--- src/rtl/agc_pkg.sv ---
// Shared types and helpers for the AGC successive-approximation gain tracker.
package agc_pkg;

  typedef enum logic [2:0] {
    ST_IDLE,
    ST_SETTLE,
    ST_MEASURE,
    ST_DECIDE,
    ST_LOCKED
  } agc_state_e;

  localparam int DEF_SIG_W       = 16;
  localparam int DEF_HIGH_THRESH = (1 << (DEF_SIG_W - 1)) - 1;
  localparam int DEF_LOW_THRESH  = 1 << (DEF_SIG_W - 3);

  // |x| for a w-bit signed value; the most negative code folds onto the positive max.
  function automatic logic [31:0] abs_sat(input logic signed [31:0] x, input int w);
    logic signed [31:0] a;
    int                 mx;
    mx = (1 << (w - 1)) - 1;
    a  = (x < 0) ? -x : x;
    if (a > mx) a = mx;
    return a;
  endfunction

endpackage

--- src/rtl/agc_window_detector.sv ---
// Peak-magnitude and overload accumulation over DWELL valid samples.
module agc_window_detector
  import agc_pkg::*;
#(
  parameter int SIG_W = 16,
  parameter int DWELL = 16
) (
  input  logic             clk_i,
  input  logic             rst_i,
  input  logic             clear_i,
  input  logic             en_i,
  input  logic [SIG_W-1:0] sample_i,
  input  logic             valid_i,
  input  logic             ovf_i,
  output logic [SIG_W-1:0] peak_o,
  output logic             ovf_o,
  output logic             done_o
);

  localparam int              CW   = $clog2(DWELL + 1);
  localparam logic [CW-1:0]   LAST = CW'(DWELL - 1);

  logic [CW-1:0]    cnt_q, cnt_d;
  logic [SIG_W-1:0] peak_q, peak_d;
  logic             ovf_q, ovf_d;
  logic [SIG_W-1:0] mag;

  assign mag    = SIG_W'(abs_sat(32'(signed'(sample_i)), SIG_W));
  // Combinational so the FSM leaves MEASURE on the edge that takes the last sample.
  assign done_o = en_i & valid_i & (cnt_q == LAST);

  always_comb begin
    peak_d = peak_q;
    ovf_d  = ovf_q;
    cnt_d  = cnt_q;
    if (clear_i) begin
      peak_d = '0;
      ovf_d  = 1'b0;
      cnt_d  = '0;
    end else if (en_i && valid_i) begin
      if (mag > peak_q) peak_d = mag;
      ovf_d = ovf_q | ovf_i;
      cnt_d = done_o ? '0 : cnt_q + CW'(1);
    end
  end

  always_ff @(posedge clk_i) begin
    if (rst_i) begin
      peak_q <= '0;
      ovf_q  <= 1'b0;
      cnt_q  <= '0;
    end else begin
      peak_q <= peak_d;
      ovf_q  <= ovf_d;
      cnt_q  <= cnt_d;
    end
  end

  assign peak_o = peak_q;
  assign ovf_o  = ovf_q;

endmodule

--- src/rtl/agc_sar_tracker.sv ---
// SAR gain-code search driven by ADC overload and peak magnitude.
// Define AGC_TRACK_EN to keep nudging the gain by +-1 after lock.
module agc_sar_tracker
  import agc_pkg::*;
#(
  parameter int SIG_W       = DEF_SIG_W,
  parameter int GAIN_W      = 6,
  parameter int DWELL       = 16,
  parameter int SETTLE_CYC  = 4,
  parameter int HIGH_THRESH = (1 << (SIG_W - 1)) - 1,
  parameter int LOW_THRESH  = 1 << (SIG_W - 3)
) (
  input  logic              clk,
  input  logic              RESET,
  input  logic              start,
  input  logic              freeze,
  input  logic [SIG_W-1:0]  sample,
  input  logic              sample_valid,
  input  logic              overload,
  output logic [GAIN_W-1:0] gain,
  output logic              busy,
  output logic              locked
);

  localparam int                KW     = (GAIN_W > 1) ? $clog2(GAIN_W) : 1;
  localparam int                SW     = $clog2(SETTLE_CYC + 1);
  localparam logic [SW-1:0]     S_LAST = SW'(SETTLE_CYC - 1);
  localparam logic [GAIN_W-1:0] MID    = GAIN_W'(1) << (GAIN_W - 1);
  localparam logic [GAIN_W-1:0] GMAX   = '1;
  localparam logic [SIG_W-1:0]  HI_T   = SIG_W'(HIGH_THRESH);
  localparam logic [SIG_W-1:0]  LO_T   = SIG_W'(LOW_THRESH);

  agc_state_e        state_q, state_d;
  logic [GAIN_W-1:0] gain_q, gain_d, g_try;
  logic [KW-1:0]     k_q, k_d;
  logic [SW-1:0]     scnt_q, scnt_d;
  logic              busy_q, busy_d, locked_q, locked_d;
  logic              win_clr, win_en, win_done, win_ovf;
  logic [SIG_W-1:0]  win_peak;
  logic              too_loud;

  agc_window_detector #(
    .SIG_W (SIG_W),
    .DWELL (DWELL)
  ) u_win (
    .clk_i    (clk),
    .rst_i    (RESET),
    .clear_i  (win_clr),
    .en_i     (win_en),
    .sample_i (sample),
    .valid_i  (sample_valid),
    .ovf_i    (overload),
    .peak_o   (win_peak),
    .ovf_o    (win_ovf),
    .done_o   (win_done)
  );

  assign too_loud = win_ovf | (win_peak >= HI_T);

`ifndef AGC_TRACK_EN
  // Quiet threshold only matters to tracking; keep it referenced when compiled out.
  logic unused_low;
  assign unused_low = ^LO_T;
`endif

  always_comb begin
    state_d  = state_q;
    gain_d   = gain_q;
    k_d      = k_q;
    scnt_d   = scnt_q;
    busy_d   = busy_q;
    locked_d = locked_q;
    win_clr  = 1'b0;
    win_en   = 1'b0;
    g_try    = gain_q;
    if (start) begin
      gain_d   = MID;
      k_d      = KW'(GAIN_W - 1);
      scnt_d   = '0;
      busy_d   = 1'b1;
      locked_d = 1'b0;
      win_clr  = 1'b1;
      state_d  = ST_SETTLE;
    end else if (!freeze) begin
      unique case (state_q)
        ST_SETTLE: begin
          win_clr = 1'b1;
          if (scnt_q == S_LAST) begin
            scnt_d  = '0;
            state_d = locked_q ? ST_LOCKED : ST_MEASURE;
          end else begin
            scnt_d = scnt_q + SW'(1);
          end
        end
        ST_MEASURE: begin
          win_en = 1'b1;
          if (win_done) state_d = ST_DECIDE;
        end
        ST_DECIDE: begin
          win_clr = 1'b1;
          if (!locked_q) begin
            if (too_loud) g_try[k_q] = 1'b0;
            if (k_q != '0) begin
              g_try[k_q - KW'(1)] = 1'b1;
              k_d     = k_q - KW'(1);
              state_d = ST_SETTLE;
            end else begin
              busy_d   = 1'b0;
              locked_d = 1'b1;
              state_d  = ST_LOCKED;
            end
            gain_d = g_try;
          end
`ifdef AGC_TRACK_EN
          else if (too_loud && gain_q != '0) begin
            gain_d  = gain_q - GAIN_W'(1);
            state_d = ST_SETTLE;
          end else if (!too_loud && (win_peak < LO_T) && gain_q != GMAX) begin
            gain_d  = gain_q + GAIN_W'(1);
            state_d = ST_SETTLE;
          end else begin
            state_d = ST_LOCKED;
          end
`endif
        end
        ST_LOCKED: begin
`ifdef AGC_TRACK_EN
          win_en = 1'b1;
          if (win_done) state_d = ST_DECIDE;
`endif
        end
        default: ;
      endcase
    end
  end

  always_ff @(posedge clk) begin
    if (RESET) begin
      state_q  <= ST_IDLE;
      gain_q   <= MID;
      k_q      <= KW'(GAIN_W - 1);
      scnt_q   <= '0;
      busy_q   <= 1'b0;
      locked_q <= 1'b0;
    end else begin
      state_q  <= state_d;
      gain_q   <= gain_d;
      k_q      <= k_d;
      scnt_q   <= scnt_d;
      busy_q   <= busy_d;
      locked_q <= locked_d;
    end
  end

  assign gain   = gain_q;
  assign busy   = busy_q;
  assign locked = locked_q;

endmodule

--- config.mk ---
export PLATFORM = sky130hd
export DESIGN_NAME = agc_sar_tracker
export DESIGN_NICKNAME = d
export VERILOG_FILES = /design/src/rtl/agc_pkg.sv /design/src/rtl/agc_window_detector.sv /design/src/rtl/agc_sar_tracker.sv
export SDC_FILE = /design/constraint.sdc
export NUM_CORES = 1
export LEC_CHECK = 0
export CORE_AREA = 2 2 75 77
export DETAILED_ROUTE_END_ITERATION = 12
export DIE_AREA = 0 0 77 79
export PLACE_DENSITY = 0.75
export RECOVER_POWER = 50
export SYNTH_ARGS = -nofsm -noshare
export SYNTH_HDL_FRONTEND = slang
export SYNTH_HIERARCHICAL = 1
export SYNTH_SLANG_ARGS = --single-unit
--- constraint.sdc ---
create_clock -name clk -period 3.5 [get_ports clk]
set_input_delay 0.525 -clock clk [delete_from_list [all_inputs] [get_ports clk]]
set_output_delay 0.525 -clock clk [all_outputs]
set_load 0.005 [all_outputs]
==> out/summary.md, run 1 <==
The maximum net fanout on the critical path is 7, and the antenna diode count is 0. In this run the clock root is driven by a clkbuf_8. The path class of the tightest hold or removal check is reg2reg.

Of the total synthesized cell area, the portion taken by full adders, half adders and majority gates is 9.30%. The Yosys step of the flow raised 6 warnings. Worst slack after detailed placement: -0.559 ns. The later pin in the worst-skew pair is clocked with a latency of 0.30 ns.

The global routing usage summed across all routing layers is 25.9%, and the register bit total from synthesis is 39. For the number of CTS-inserted buffers, the log shows 5. The register clock-pin slew on the reported worst setup and hold paths was 0.07 ns; the power per standard cell area was 257 nW/um^2. On the worst path, the slowest cell contributes a delay of 0.42 ns.

Most prevalent standard cell on the critical path: a21o_1. The worst hold slack was 0.442 ns; the per-instance average area after synthesis was 8.05 um^2. For the worst-case clock skew, the log shows 0.00406 ns. In this run the cell area of the synthesized design comes to 2830 um^2. Wires add up to 7890 um.

The data required time of the critical path was 3.69 ns; the cell depth of the worst flop-to-flop path was 9. The run gives 3032 as the total via count after detailed routing. TritonCTS built the clock tree.

Routability-driven placement finished with a final weighted congestion of 0.926. The final count of pins violating max slew is 0, and the time the worst path needs with I/O delays and setup is 3.45 ns. Counting distinct cell types in the post-synthesis netlist gives 61. After layout, the worst setup slack is 0.0467 ns.

After global routing the overflow that remains totals 0. The post-synthesis cell count was 351. The cell type of the slowest stage on the worst timing path was o31a_4. STA puts the critical path data arrival time at 3.64 ns.

The die covers 6080 um^2. The floorplan step defined a core boundary enclosing 5340 um^2. The number of hold-slack violations in the final timing report is 0.

Of all flip-flops after synthesis, the portion carrying an async set or reset was 0%. In the post-synthesis netlist, the biggest area contributors are dfxtp_1 (28%), ha_1 (9.3%), nand2_1 (5.6%), mux2i_1 (4.6%), a21oi_1 (4.3%). Adding up every negative setup slack in the final design gives 0 ns. Pin placement for this block handled 30 I/O pins.

Die height: 79 um. For the maximum frequency from static timing analysis, the log shows 290 MHz. The worst-case IR drop observed on VDD is 0.000192 V. Endpoint of the most critical setup path: u_win/peak_o[5]. The post-synthesis sequential area ratio was 27.6%.

The clock tree synthesis step divided the H-tree into 2 levels. After the first detailed-routing iteration, the DRC count stood at 153. Synthesized-area fraction occupied by ao, oa, aoi and oai cells: 21.2%. By count the netlist is led by nand2_1 (42), dfxtp_1 (39), nor2_1 (29).

The startpoint identified for the worst register-to-register timing path is state_q[2]. The run finished with clean final reports. The cell count after placement is 487, and the layout overhead on the synthesized area is 35.3%. The share of cells above drive strength 1 is 24.5%. In this run the deepest clock path goes through 2 buffers.

The tree built by TritonCTS fans out to 39 sinks. The signal on the critical path passes through dlygate4sd2_1, nor4_4, buf_4, a41oi_1, xnor2_1, nand2_1, ha_1, a21o_1, a21o_1, a2111o_1, o31a_4, mux2_4. Dividing the detail-routed wire length by the instance count gives 15.3 um. The count of nets after finishing was 489.

The largest family of logic cells by synthesized area is simple AND/OR/NAND/NOR gates. The tools report the critical path endpoint category as a register. The final instance count without filler cells is 517. In the routed design, unresolved DRC markers number 0. The number of port buffers was 29; the synthesized net count was 394.

Fill cells in the final layout number 417. For the first-pass detailed-route iteration total, the log shows 5. The most common cell in the synthesized netlist is nand2_1. Buffers inserted to repair hold after CTS numbered 0. The final period utilization is 98.7%. The tools report the initial antenna violation count as 0. The die boundary width was 77 um; the area share of the largest cell type after synthesis was 27.6%. Summed over all nets, the half-perimeter wirelength after detailed placement is 5440 um. The first global-routing pass estimated 12700 um of wire. The portion of synthesized area spent on multiplexers is 6.20%. For the final design instance area without fill, the log shows 3820 um^2. The reg-to-reg setup timing slack was 0.74 ns.

The initial standard-cell utilization of the core came out at 52.9%. Simple-gate share of the synthesized area: 25.7%. The worst setup path is of the in2reg kind. The placement row count was 27; the remaining max-slew budget at the tightest pin was 50.0%. Transition time at the pin with the least slew margin: 0.748 ns.

The max-capacitance violation count came out at 0. Once placement finished, the instance area stood at 3490 um^2. dfxtp_1 takes more of the synthesized area than any other cell.

In this run the worst setup path begins at sample[4]. The most used flip-flop cell after synthesis is dfxtp_1. The detail route stage leaves a number of antenna-violating nets equal to 0. Setup violations remaining at the end of the flow were counted as 0.

The via count of the first global-routing pass came out at 2846. The static leakage power was 1.55 nW; the ratio of routed vias to standard cells was 5.86. Counting flops with a built-in enable in the synthesized netlist gives 0. The worst register-to-register path ends at state_q[1]. Of the total synthesized cell area, the portion taken by XOR and XNOR cells is 3.10%.

Entering global routing, the biggest net connects 23 pins. The worst setup path is launched from an input port.
-- state kept, by name, summed over array words and instances, names as in the netlist --
name / count
u_win/ovf_o: 1
u_win/peak_o: 16
gain: 6
busy: 1
locked: 1
u_win/cnt_q: 5
state_q: 3
k_q: 3
scnt_q: 3
-- power by group --
group          switching [W]  internal (W)  total, W
logic               0.000117      0.000132  0.000248
clock network       0.000151      0.000133  0.000283
registers         0.00000419      0.000446  0.000450
-- metrics by stage --
step	utilization [%]	power, W
after floorplan	-	0.000561
after global placement	65.4	0.000656
after detailed placement	65.4	0.000662
after CTS	71.1	0.000970
after global routing	71.6	0.00103
final	71.6	0.000982
-- critical path: cells and delay by family --
family	cells	cell delay (ns)
AND/OR/NAND/NOR	2	0.52
multiplexers	1	0.31
AO/OA/AOI/OAI	5	1.33
adder cells (fa/ha/maj)	1	0.19
XOR/XNOR	1	0.29
buffers and inverters	2	0.49
-- cells in the final DEF, fill, tap and decap left out, types with 4 or more instances in the layout --
cell type / instances
buf_4: 72
nand2_1: 42
dfxtp_1: 39
nor2_1: 28
inv_1: 25
a21oi_1: 24
ha_1: 20
mux2i_1: 13
o21ai_0: 11
nor3_1: 11
nand4_1: 10
nand3_1: 9
clkdlybuf4s50_1: 9
dlygate4sd3_1: 9
nor2b_1: 6
a211oi_1: 6
dlygate4sd2_1: 6
xor2_1: 6
o211ai_1: 6
a41oi_1: 5
clkbuf_8: 5
a31oi_1: 4
xnor2_1: 4
dlymetal6s2s_1: 4
a21o_1: 4
-- worst min path at each step --
| stage | start | endpoint | slack [ns] | cells after the start |
|---|---|---|---|---|
| 2_1_floorplan | scnt_q[2] | scnt_q[2] | 0.42 | 2 |
| 3_3_place_gp | scnt_q[2] | scnt_q[2] | 0.43 | 2 |
| 3_5_place_dp | scnt_q[2] | scnt_q[2] | 0.44 | 2 |
| 4_1_cts | scnt_q[2] | scnt_q[2] | 0.45 | 2 |
| 5_1_grt | scnt_q[2] | scnt_q[2] | 0.46 | 2 |
| 6_report | scnt_q[2] | scnt_q[2] | 0.44 | 2 |
-- repair_timing --
action | in CTS | in global routing
buffers inserted | 22 | 2
setup endpoints to repair | 15 | 16
resized for setup | 25 | 11
endpoints found under the hold margin | 0 | 0
pin swaps | 9 | 6
-- kinds of logic (layout without fill, tap and decap cells) --
group,count (synthesis),count (layout)
multiplexers,17,17
flip-flops,39,39
buffers and inverters,41,135
AND/OR/NAND/NOR,141,141
XOR/XNOR,10,10
other,1,1
AO/OA/AOI/OAI,81,81
adder cells (fa/ha/maj),21,21
-- metal layers --
| layer | share of wire [%] | global-route usage (%) | vias to the layer above | routed length [um] |
|---|---|---|---|---|
| li1 | - | - | 1464 | - |
| met1 | 43 | 32.2 | 1421 | 3400 |
| met2 | 48 | 44.2 | 115 | 3760 |
| met3 | 5.6 | 4.89 | 32 | 441 |
| met4 | 3.8 | 10.9 | 0 | 299 |
| met5 | 0 | 0 | - | 0 |
-- layout make-up --
cell class | count | area [um^2] | area share [%]
inverters | 26 | 97.6 | 2.55
multi-input cells | 271 | 1930 | 50.4
flip-flops and latches | 39 | 781 | 20.4
clock buffers | 6 | 72.6 | 1.90
repair buffers | 103 | 856 | 22.4
well taps | 72 | 90.1 | 2.36
(Power assumes the default switching activity.)
==> inputs of run 2 (changes only) <==
GPL_TIMING_DRIVEN = 0   (was unset)
==> out/summary.md, run 2 (same netlist as run 1, synthesis figures left out) <==
The flow ran to the end, and the final reports show no timing, DRC or antenna violations. Final design instance area without fill: 3410 um^2 (-11%). For the core occupancy in the finished layout, the log shows 63.9% (-7.7 points). By instance count, the cell type seen most on the critical path is a21o_1.

Launch point of the worst path: sample[4]. The global-route wire length before repair came out at 11600 um (-9.1%). Residual DRC count: 0 (unchanged). The global routing usage summed across all routing layers was 23.5% (-2.4 points); the final period utilization was 96.2% (-2.4 points). The source of the worst hold timing path is scnt_q[2]. The wire length reported by the detailed router was 6810 um (-14%); the transition time at the pin with the least slew margin was 0.759 ns (+0.0113 ns).

The number of port buffers was 28 (-3.4%). The final number of setup-violating endpoints was 0 (unchanged); the standard cell area after detailed placement was 3200 um^2 (-8.4%). The total via count after detailed routing was 2740 (-9.6%); the antenna diode count was 0 (unchanged). The run gives 0 (unchanged) as the max-capacitance violation count. The tools report the final estimated routing congestion in global placement as 0.883 (-4.6%). The tools report the arrival time reported for the critical path endpoint as 3.55 ns (-0.09 ns). The total clock sinks came out at 39 (unchanged). Setup repair after global routing left no endpoint under its margin.

The share of total power in sequential cells was 46.4% (+0.5 points); the flip-flop count of the largest register, all copies and words added was 16 (unchanged). For the count of nets left with antenna violations after detail routing, the log shows 0 (unchanged). The number of top-level pins was 30 (unchanged).

The ratio of routed vias to standard cells came out at 5.91 (+0.69%). Via count of the first global-routing pass: 2527 (-11%). From synthesis to final layout, the design area changed by 20.8%.

The wire length per cell after detailed routing came out at 14.7 um (-3.9%). The endpoint identified for the worst register-to-register timing path is state_q[1]. The maximum net fanout on the critical path is 10 (+3). Data required time of the critical path: 3.68 ns (about the same). Critical path endpoint category: a register. The class of the tightest hold or removal check was reg2reg. The switching power of the nets came out at 0.000265 W (-2.4%).

The tools report the placement row count as 27 (unchanged). Die boundary width: 77 um (unchanged). For this design, the slowest cell found on the critical path is or4_4. For the number of hold-slack violations in the final timing report, the log shows 0 (unchanged). The number of CTS-inserted buffers was 5 (unchanged).

The time the worst path needs with I/O delays and setup was 3.37 ns (-0.0850 ns). Library cell used as clock root buffer: clkbuf_8. The register clock-pin slew on the reported worst setup and hold paths is 0.08 ns (about the same). Pin count of the biggest net entering global routing: 12 (-48%). The logs give 0 (unchanged) for the initial antenna violation count and 6080 um^2 (unchanged) for the die outline area.

The run gives 52.9% (unchanged) as the initial standard-cell utilization of the core. The worst setup path is of the in2reg kind. The sum of net half-perimeters after detailed placement is 5180 um (-4.8%). The most common cell after layout, fill and taps aside is nand2_1.

Clock latency at the later pin of the worst-skew pair: 0.29 ns (about the same). The worst-case vdd ir drop was 0.000209 V (+9.1%); the internal power consumption was 0.000700 W (-1.5%). The tools report the combinational cell fraction of total power as 18.3% (-7.0 points). The path with the worst hold slack has its endpoint at scnt_q[2]. TritonCTS built the clock tree.

For the static leakage power, the log shows 1.29 nW (-17%). For the remaining max-slew budget at the tightest pin, the log shows 49.3% (-0.75 points). The worst register-to-register path begins at state_q[1].

The logs give 0 (unchanged) for the total congestion overflow and 35.3% (+6.4 points) for the relative contribution of the clock network to total power. The reg-to-reg setup timing slack was 0.62 ns (-0.12 ns). The tools report the power consumption as 0.000965 W (-1.8%). The worst hold path cell count came out at 2 (unchanged). The die height works out to 79 um (unchanged). The critical path launch point type was an input port. The cell depth of the worst flop-to-flop path came out at 9 (unchanged). The run gives 0 (unchanged) as the final count of pins violating max slew. The number of buffers between clock root and the deepest sink came out at 2 (unchanged). The count of nets after finishing came out at 434 (-11%). The number of levels the H-tree was split into was 2 (unchanged). The power per standard cell area is 283 nW/um^2 (+10%). The first-pass detailed-route iteration total is 4 (-1), and the worst-case clock skew is 0.00498 ns (+0.000918 ns). The critical path's largest stage delay was 0.48 ns (+0.06 ns). The signal on the critical path passes through dlygate4sd2_1, or4_4, nor4_4, a311oi_2, ha_1, a21o_1, a21o_1, a2111o_1, o31a_1, buf_6, buf_8, mux2i_1. The placeable core region was 5340 um^2 (unchanged).

The maximum frequency from static timing analysis is 297 MHz (+2.5%). The switching share of total power was 27.5% (-0.17 points). The share of cells above drive strength 1 was 13.8% (-11 points); the DRC violation total after the first TritonRoute iteration was 172 (+12%).

Leaving out fill and tap cells, the most frequent cells in the layout are nand2_1 (42), dfxtp_1 (39), nor2_1 (27).
[run 2: cell types whose count changed in the layout (fill, tap and decap cells not counted), sizes merged]
cell,delta
clkbuf,+20
clkdlybuf4s15,-1
clkdlybuf4s50,-5
dlygate4sd2,-4
dlymetal6s2s,+2
buf,-65
[run 2: power groups by stage]
| stage | clock (W) | sequential, W | combinational, W |
|---|---|---|---|
| after floorplan | 0 | 0.000458 | 0.000103 |
| after global placement | 0 | 0.000458 | 0.000163 |
| after detailed placement | 0 | 0.000458 | 0.000166 |
| after CTS | 0.000349 | 0.000447 | 0.000172 |
| after global routing | 0.000363 | 0.000448 | 0.000198 |
| final | 0.000340 | 0.000447 | 0.000177 |
[run 2: final cells by class]
cell class                      count  area, um^2
Tap cell                           72        90.1
Fill cell                         494        1930
Sequential cell                    39         781
Clock buffer                        8         100
Buffer                             15        85.1
Multi-Input combinational cell    271        1960
Timing Repair Buffer               33         295
Inverter                           26        97.6
[run 2: through the flow]
stage / TNS [ns] / worst slack [ns] / cells / hold WS (ns)
after floorplan: 0 / 0.232 / 351 / 0.417
after global placement: -9.56 / -0.627 / 451 / 0.428
after detailed placement: -11.13 / -0.729 / 451 / 0.440
after CTS: 0 / 0.00818 / 464 / 0.451
after global routing: 0 / 0.00349 / 464 / 0.464
final: 0 / 0.132 / 464 / 0.443
[run 2: how the worst max path moves through the flow]
stage	end	slack, ns	cells after the start
floorplan	u_win/peak_o[12]	0.23	11
global placement	u_win/peak_o[4]	-0.63	12
detailed placement	u_win/peak_o[4]	-0.73	12
CTS	u_win/peak_o[4]	0.008	12
global route	u_win/peak_o[4]	0.003	15
finish	u_win/peak_o[4]	0.13	12
[run 2: routing by layer]
| layer | track usage [%] | up-vias | share of wire [%] |
|---|---|---|---|
| li1 | - | 1357 | - |
| met1 | 30.2 | 1320 | 48 |
| met2 | 40.0 | 54 | 47 |
| met3 | 4.32 | 9 | 3.1 |
| met4 | 7.86 | 0 | 1.5 |
| met5 | 0 | - | 0 |
[run 2: worst max-delay path: cells and delay by family]
family,cells,cell delay (ns)
and+or+nand+nor,2,0.76
muxes,1,0.12
adders and majority gates,1,0.34
buffers and inverters,3,0.59
AOI/OAI and AO/OA,5,1.22
[run 2: what timing repair did]
item / 4_1_cts / 5_1_grt
gates cloned: 0 / 0
resized for setup: 22 / 32
pin swaps: 3 / 5
hold endpoints to repair: 0 / 0
endpoints found under the setup margin: 16 / 16
buffers inserted: 5 / 0
hold buffers: 0 / 0
